[config.mk]
export PLATFORM = sky130hd
export DESIGN_NAME = ext_mem_arbiter
export DESIGN_NICKNAME = d
export VERILOG_FILES = /design/src/rtl/ext_mem_arbiter.sv
export SDC_FILE = /design/constraint.sdc
export NUM_CORES = 1
export LEC_CHECK = 0
export CAP_MARGIN = 25
export CORE_AREA = 5 5 104 106
export DETAILED_ROUTE_END_ITERATION = 7
export DIE_AREA = 0 0 109 111
export PLACE_DENSITY_LB_ADDON = 0.25
export SLEW_MARGIN = 5
export SYNTH_ARGS = -nofsm -noshare
export SYNTH_HDL_FRONTEND = slang
export SYNTH_SLANG_ARGS = --single-unit
[constraint.sdc]
create_clock -name clk_i -period 2.82 [get_ports clk_i]
set_input_delay 0.564 -clock clk_i [delete_from_list [all_inputs] [get_ports clk_i]]
set_output_delay 0.564 -clock clk_i [all_outputs]
set_load 0.1 [all_outputs]
[src/rtl/ext_mem_arbiter.sv]
// ext_mem_arbiter: shares one external data memory port between the instruction fetch and load/store masters
module ext_mem_arbiter #(
    parameter bit RR_EN  = 1'b1,
    parameter int ADDR_W = 32
) (
    input  logic              clk_i,
    input  logic              rst_i,
    input  logic              i_req_i,
    input  logic [ADDR_W-1:0] i_addr_i,
    output logic              i_gnt_o,
    output logic              i_rvalid_o,
    output logic [31:0]       i_rdata_o,
    input  logic              d_req_i,
    input  logic              d_we_i,
    input  logic [3:0]        d_be_i,
    input  logic [ADDR_W-1:0] d_addr_i,
    input  logic [31:0]       d_wdata_i,
    output logic              d_gnt_o,
    output logic              d_rvalid_o,
    output logic [31:0]       d_rdata_o,
    output logic              mem_req_o,
    output logic              write_enable_o,
    output logic [3:0]        byte_enable_o,
    output logic [ADDR_W-1:0] addr_o,
    output logic [31:0]       write_data_o,
    input  logic [31:0]       read_data_i,
    input  logic              ready_i
);
    logic last_q, lock_q, lock_id_q, rsp_pend_q, rsp_id_q;
    logic act, sel, acc;

    // select a master (a stalled request owns the bus until accepted), drive the port and route the response
    always_comb begin
        act            = ~rst_i & (lock_q | i_req_i | d_req_i);
        sel            = lock_q ? lock_id_q : (i_req_i & d_req_i) ? (RR_EN ? ~last_q : 1'b1) : d_req_i;
        mem_req_o      = act;
        write_enable_o = act & sel & d_we_i;
        byte_enable_o  = ~act ? 4'h0 : sel ? d_be_i : 4'hF;
        addr_o         = ~act ? '0 : sel ? d_addr_i : i_addr_i;
        write_data_o   = (act & sel) ? d_wdata_i : 32'h0;
        acc            = act & ready_i;
        i_gnt_o        = acc & ~sel;
        d_gnt_o        = acc & sel;
        i_rvalid_o     = ~rst_i & rsp_pend_q & ~rsp_id_q;
        d_rvalid_o     = ~rst_i & rsp_pend_q & rsp_id_q;
        i_rdata_o      = i_rvalid_o ? read_data_i : 32'h0;
        d_rdata_o      = d_rvalid_o ? read_data_i : 32'h0;
    end

    // remember the last winner, hold the bus on a stall and mark the response due next cycle
    always_ff @(posedge clk_i) begin
        if (rst_i) begin
            last_q     <= 1'b1;
            lock_q     <= 1'b0;
            lock_id_q  <= 1'b0;
            rsp_pend_q <= 1'b0;
            rsp_id_q   <= 1'b0;
        end else begin
            rsp_pend_q <= acc;
            if (acc) begin
                last_q   <= sel;
                rsp_id_q <= sel;
                lock_q   <= 1'b0;
            end else if (act) begin
                lock_q    <= 1'b1;
                lock_id_q <= sel;
            end
        end
    end
endmodule

* After elaboration in Yosys (flattened, before gate mapping)
Index checks and enable logic that the tools add are counted.
** Word-level totals
- RAM bits :: 0
- Memories kept :: 0
- Latch bits :: 0
- Input bits :: 138
- Bits in read-only memories :: 0
- Bits in registers :: 5
** Cells by class
- Reduce and logical (&&, ||, !) cells :: 2
- Magnitude comparators :: 0
- Equal/unequal tests :: 0
- Shift-type cells :: 0
- Add/subtract/negate cells :: 0
- Multiplexer cells :: 9
- Div/mod/pow operators :: 0
- Bitwise logic cells :: 17
- Multiply operators :: 0
** Operator list (number)
- $mux 32 :: 5
- $and 1x1->1 :: 10
- $mux 4 :: 2
- $not 1->1 :: 5
- $mux 1 :: 2
- $or 1x1->1 :: 2
- $reduce_and 2->1 :: 1
- $reduce_or 2->1 :: 1

* Longest topological paths before layout
Gate-level depths: netlist of run 1.
- Depth in word-level cells :: 6
- Gate-level depth with buffers :: 5
- Depth with buffers taken out :: 3

* Worst setup path before layout of run 1
No wires, ideal clock.
- Path kind :: input to output
- Start point :: in d_req_i
- End point :: out d_gnt_o
- Buffers on the path :: 2
- Path slack :: -1.094 ns
- Arrival time :: 3.350 ns
- Stages :: 5
- Cell sequence :: a21boi_0 > mux2i_1 > buf_2 > buf_2 > nor3b_1
** On the way
- Longest elaborated chain between the ends :: 4
** RTL lines
- start, declared :: RTL line 13 : input logic d_req_i,
- $or 1x1->1 / $and 1x1->1 (equally long branches) :: RTL line 34, 35
- $and 1x1->1 / $mux 1 (equally long branches) :: RTL line 34, 35
- $and 1x1->1 / $mux 1 (equally long branches) :: RTL line 41, 35
- $and 1x1->1 (*) :: RTL line 43 : d_gnt_o = acc & sel;
- end, declared :: RTL line 18 : output logic d_gnt_o,
Every way passes the cells marked *; elsewhere a longest branch is shown, timed or not.

* Worst setup path after layout of run 1
- Start point :: in i_req_i
- End point :: out write_data_o[27]
** On the way
- Longest elaborated chain between the ends :: 5
** RTL lines
- start, declared :: RTL line 8 : input logic i_req_i,
- $or 1x1->1 / $and 1x1->1 (equally long branches) :: RTL line 34, 35
- $or 1x1->1 / $mux 1 (equally long branches) :: RTL line 34, 35
- $and 1x1->1 / $mux 1 (equally long branches) :: RTL line 34, 35
- $and 1x1->1 (*) :: RTL line 40 : write_data_o = (act & sel) ? d_wdata_i : 32'h0;
- $mux 32 (*) :: RTL line 40
- end, declared :: RTL line 25 : output logic [31:0] write_data_o,
Marks and branches as above.

==> results of run 1 <==
-- synthesized netlist by cell type --
cell type  number  share of area, %
nor3b_1        34                14
dfxtp_1         5               5.7
nand2b_1        1              0.36
inv_1           1              0.21
buf_2           7               2.0
nor2_1          1              0.21
buf_1           3              0.64
nand2_1         1              0.21
or3_4           1              0.64
nand3_1        64                18
and2_0          1              0.36
a21oi_1         2              0.57
a211oi_1        1              0.43
buf_4           2              0.85
and3_1          1              0.36
and3_4          1              0.64
clkbuf_1       14               3.0
buf_6           8               5.1
mux2i_1        34                19
and2_1         65                23
a21boi_0        1              0.43
o21a_1          4               1.7
nor2b_1         1              0.36
a311oi_1        1              0.50
nor3b_2         1              0.71
-- layer usage --
layer	routed length (um)	vias to the layer above
li1	-	1432
met1	3820	1366
met2	6730	153
met3	1150	22
met4	368	0
met5	0	-
-- layout make-up --
class / count / share of cell area, %
timing repair buffer: 303 / 63.9
multi-input combinational: 215 / 31.7
tap: 133 / 2.36
sequential: 5 / 1.42
clock buffer: 4 / 0.639
inverter: 1 / 0.0533
-- report_power, final --
part,internal (mW),switching [mW],leakage (nW)
Clock,0.0969,0.0332,0.0228
Combinational,0.692,0.906,2.66
Sequential,0.0760,0.00478,0.0413
Total,0.865,0.944,2.73
-- registers in the layout (all words and copies together), names as in the netlist --
name        count
rsp_id_q        1
lock_q          1
last_q          1
rsp_pend_q      1
lock_id_q       1
-- critical path: stages --
cell and delay, ns:
dlygate4sd2_1 0.27, a21boi_2 0.17, buf_4 0.13, mux2i_4 0.08, buf_4 0.18, bufbuf_16 0.31, nor3b_4 0.23, buf_12 0.20
-- metrics by stage --
step           util (%)  power (mW)  hold slack (ns)  setup TNS [ns]
3_5_place_dp       71.3        1.66            0.488           -3.14
5_1_grt            72.8        1.87            0.522               0
4_1_cts            72.9        1.83            0.492               0
2_1_floorplan         -        1.01            0.455          -0.185
6_report           72.8        1.81            0.495               0
3_3_place_gp       71.3        1.64            0.465           -1.51
-- cell families after synthesis --
logic type | count (synthesis) | share of synthesized area, %
AND/OR/NAND/NOR | 172 | 59.6
buffers and inverters | 35 | 11.8
multiplexers | 34 | 19.3
AO/OA/AOI/OAI | 9 | 3.62
flip-flops | 5 | 5.68
-- path summary, 6_finish.rpt --
check	start	to	slack (ns)
hold reg to reg	rsp_id_q	rsp_id_q	0.49
setup reg to reg	last_q	rsp_id_q	1.20
setup / recovery	i_req_i	write_data_o[27]	0.1
hold / removal	rsp_id_q	rsp_id_q	0.49
-- repair_timing --
action,CTS,global route
setup buffers,4,0
gates cloned,2,0
pin swaps,0,0
resized for setup,7,2
endpoints found under the setup margin,32,21
==> run_results.csv, run 1 <==
group,metric,value,unit
pwr,power.leakage,2.73,nW
placed_design,post-dp-hpwl,10300,um
placed_design,dp_slack,-0.145,ns
job,drv_cap,0,
sta,fmax,367,MHz
final_layout,final_cell_mix,"buf_12 (145), clkdlybuf4s50_1 (134), nand3_1 (64)",
grt,grt_pass1_vias,3241,
setup_path,crit_path_start_kind,"input pin",
setup_path,cp.arrival,2.16,ns
sta,layout_min_cycle_time,2.72,ns
sta,hold_viol_final,0,
sta,period_share,96.6,%
floorplan,core-area,9680,sq um
logic_synthesis,yosysSeqAreaShare,5.68,%
setup_path,reg2reg_depth,6,
route,drt_iter0_markers,111,
route,avgRoutedWirePerCell,18.3,um
cts,h-tree-depth,1,
final_layout,antenna_cells,0,
logic_synthesis,yosys_register_bits,5,
cts,hold_buffers,0,
grt,grt_first_pass_wirelength,18600,um
pwr,vdd_drop_max,0.208,mV
run_status,status,"finished, final reports clean",
route,drc_errors,0,
hold_path,hp-class,"reg -> reg",
final_layout,areaGrowthSynthToFinish,300,%
floorplan,pin_count,276,
final_layout,seq_area,100,sq um
cts,cts-root-buf,"clkbuf_8",
cts,clock_path_buffers,2,
floorplan,dieArea,12100,sq um
placed_design,placed_area,6900,sq um
final_layout,multi_input_area,2230,sq um
setup_path,required,2.26,ns
floorplan,initial_core_util,18.2,%
placed_design,port_buffers,275,
grt,met2_usage,37.9,%
cts,cts_sinks,5,
logic_synthesis,yosysWarnings,0,
cts,cts-buffers-inserted,3,
route,vias,2973,
sta,setup_ws,0.0972,ns
cts,clk_pin_slew_worst_paths,0.04,ns
setup_path,crit_fanout,15,
floorplan,die_w,109,um
route,vias_per_cell,4.50,
sta,finalSetupViolCount,0,
final_layout,fillCellCount,646,
grt,use_met1,19.2,%
logic_synthesis,synth_cell_types,25,
cts,tritoncts,"done",
sta,clock-skew-final,0.000587,ns
sta,max_slew_margin,70.7,%
logic_synthesis,avgSynthCellArea,6.91,sq um
final_layout,fin_area,7050,sq um
floorplan,die_h,111,um
placed_design,dp.cells,652,
logic_synthesis,syn-num-nets,393,
setup_path,crit_type,"in -> out",
hold_path,whs_path_depth,2,
pwr,p_per_area,257,nW/um^2
setup_path,critPathCaptureType,"output port",
final_layout,layout_commonest_cell,"buf_12",
floorplan,rows,36,
logic_synthesis,syn_inst,255,
grt,antenna_found_initial,0,
grt,track_usage,19.6,%
sta,tightest_slew,0.439,ns
sta,final_max_slew_viol_count,0,
final_layout,nets,667,
route,routed_wl,12100,um
grt,grt_max_degree,65,
grt,overflow,0,
cts,clock_latency,0.22,ns
sta,rsz0062_at_grt,"no",
grt,grt_busiest_layer,"met2",
final_layout,layout-drive-gt1-share,47.5,%
grt,use_met3,6.00,%
final_layout,final_cell_count_no_fill,661,
logic_synthesis,syn_area,1760,sq um
placed_design,gp_congestion,0.737,
route,ant_nets,0,
route,drt_first_pass_iters,4,
No activity file was read; power rests on OpenSTA's default activity.
==> run 2: changes to the inputs <==
--- a/config.mk
+++ b/config.mk
@@ -6,9 +6,9 @@
 export NUM_CORES = 1
 export LEC_CHECK = 0
 export CAP_MARGIN = 25
-export CORE_AREA = 5 5 104 106
+export CORE_AREA = 5 5 105 107
 export DETAILED_ROUTE_END_ITERATION = 7
-export DIE_AREA = 0 0 109 111
+export DIE_AREA = 0 0 110 112
 export PLACE_DENSITY_LB_ADDON = 0.25
 export SLEW_MARGIN = 5
 export SYNTH_ARGS = -nofsm -noshare
==> constraint.sdc (replaced) <==
create_clock -name clk_i -period 2.8 [get_ports clk_i]
set_input_delay 0.56 -clock clk_i [delete_from_list [all_inputs] [get_ports clk_i]]
set_output_delay 0.56 -clock clk_i [all_outputs]
set_load 0.1 [all_outputs]
==> run_results.csv, run 2 (synthesis gave the netlist of run 1 again) <==
group,metric,value,unit
grt,track_usage,18.1,%
sta,clock-skew-final,0.0000488,ns
route,routed_wl,11600,um
final_layout,areaGrowthSynthToFinish,299,%
sta,fmax,388,MHz
floorplan,dieArea,12300,sq um
final_layout,seq_area,100,sq um
pwr,vdd_drop_max,0.197,mV
setup_path,path_depth,7,
sta,final_max_slew_viol_count,0,
setup_path,path_buf_inv,4,
placed_design,post-dp-hpwl,10200,um
floorplan,initial_core_util,17.5,%
cts,tritoncts,"done",
final_layout,fillCellCount,720,
route,avgRoutedWirePerCell,17.5,um
floorplan,die_h,112,um
setup_path,crit_path_end,"addr_o[18]",
grt,grt_max_degree,57,
sta,hold_viol_final,0,
sta,period_share,92.0,%
final_layout,multi_input_area,2240,sq um
hold_path,hp-class,"reg -> reg",
route,vias,2954,
route,m1WireLength,3620,um
sta,fin_worst_hold_slack,0.483,ns
setup_path,crit_start,"i_req_i",
grt,antenna_found_initial,0,
sta,rsz0062_at_grt,"no",
final_layout,final_util,69.9,%
setup_path,cp.arrival,2.02,ns
route,routed-wl-met2,6370,um
floorplan,pin_count,276,
final_layout,layout-drive-gt1-share,47.4,%
route,dr.max_layer_used,"met4",
grt,grt_pass1_vias,3152,
pwr,power.leakage,2.71,nW
setup_path,required,2.24,ns
cts,cts_sinks,5,
route,drt_first_pass_iters,4,
final_layout,fin_area,7020,sq um
setup_path,crit_fanout,44,
route,drc_errors,0,
setup_path,reg2reg_slack,1.29,ns
cts,clock_path_buffers,2,
setup_path,max_stage_delay,0.38,ns
final_layout,final_cell_mix,"buf_12 (147), clkdlybuf4s50_1 (134), nand3_1 (63)",
job,drv_cap,0,
setup_path,cpMostUsedCell,"buf_12",
floorplan,die_w,110,um
run_status,status,"finished, final reports clean",
sta,tightest_slew,0.718,ns
final_layout,antenna_cells,0,
cts,clk_pin_slew_worst_paths,0.03,ns
setup_path,crit_chain,"dlygate4sd2_1 > buf_4 > or3_4 > buf_12 > nand3_1 > mux2i_4 > buf_12",
route,vias_per_cell,4.47,
final_layout,layout_commonest_cell,"buf_12",
setup_path,crit_type,"in -> out",
placed_design,gp_congestion,0.718,
setup_path,critPathCaptureType,"output port",
placed_design,placed_area,6910,sq um
setup_path,r2r-end,"lock_q",
setup_path,crit_path_top_delay_cell,"or3_4",
grt,grt_first_pass_wirelength,17300,um
placed_design,port_buffers,275,
cts,cts-root-buf,"clkbuf_8",
cts,clock_latency,0.22,ns
sta,tns,0,ns
sta,finalSetupViolCount,0,
cts,cts-buffers-inserted,3,
pwr,p_per_area,257,nW/um^2
hold_path,min_from,"rsp_id_q",
route,dr_wl_met3,1270,um
sta,layout_min_cycle_time,2.58,ns
setup_path,crit_path_start_kind,"input pin",
floorplan,rows,37,
setup_path,regToRegStartpoint,"lock_q",
setup_path,reg2reg_depth,4,
final_layout,nets,664,
route,ant_nets,0,
floorplan,core-area,10000,sq um
setup_path,cp_top_family,"buffers and inverters",
cts,h-tree-depth,1,
grt,overflow,0,
route,drt_iter0_markers,78,
sta,max_slew_margin,52.1,%
## run 2: cell type report
class	count	area share [%]
clock buffer	4	0.642
sequential	5	1.43
tap	136	2.42
inverter	1	0.0535
multi-input combinational	215	32.0
timing repair buffer	300	63.5
## run 2: metal layers
metal / vias to the layer above / track usage, %
li1: 1432 / -
met1: 1336 / 17.5
met2: 166 / 34.8
met3: 20 / 6.32
met4: 0 / 5.32
met5: - / 0
## run 2: through the flow
stage / std cells / setup WS (ns) / total power [mW]
floorplan: 255 / -0.197 / 1.02
global placement: 654 / -0.0531 / 1.65
detailed placement: 654 / -0.0473 / 1.67
CTS: 661 / 0.00321 / 1.82
global route: 661 / 0.171 / 1.87
finish: 661 / 0.223 / 1.80
## run 2: what timing repair did
action                                  CTS  global route
endpoints found under the setup margin   31            32
setup buffers                             2             0
hold buffers                              0             0
cloned                                    1             0
pin swaps                                 1             0
resized for setup                         6             2
## run 2: how the worst min path moves through the flow
stage               end  slack, ns  cells past startpoint
3_3_place_gp   rsp_id_q       0.46                      2
5_1_grt        rsp_id_q       0.55                      2
2_1_floorplan  rsp_id_q       0.45                      2
4_1_cts        rsp_id_q       0.48                      2
6_report       rsp_id_q       0.48                      2
3_5_place_dp   rsp_id_q       0.47                      2
## run 2: power by group
group          internal (mW)  switching [mW]  total (mW)
registers             0.0766         0.00511      0.0817
clock network         0.0976          0.0341       0.132
logic                  0.685           0.907        1.59
total                  0.859           0.946        1.80
## run 2: worst min-delay path, delay by kind of cell (launching register included)
family,cells,cell delay [ns]
simple gates,1,0.06
mux,1,0.06
flops,1,0.31
==> run 3: changes to the inputs <==
--- a/config.mk
+++ b/config.mk
@@ -10,7 +10,7 @@
 export DETAILED_ROUTE_END_ITERATION = 7
 export DIE_AREA = 0 0 110 112
 export PLACE_DENSITY_LB_ADDON = 0.25
-export SLEW_MARGIN = 5
+export SLEW_MARGIN = 20
 export SYNTH_ARGS = -nofsm -noshare
 export SYNTH_HDL_FRONTEND = slang
 export SYNTH_SLANG_ARGS = --single-unit
==> results of run 3 <==
Final layout, timing and power as in run 2 (identical DEF).
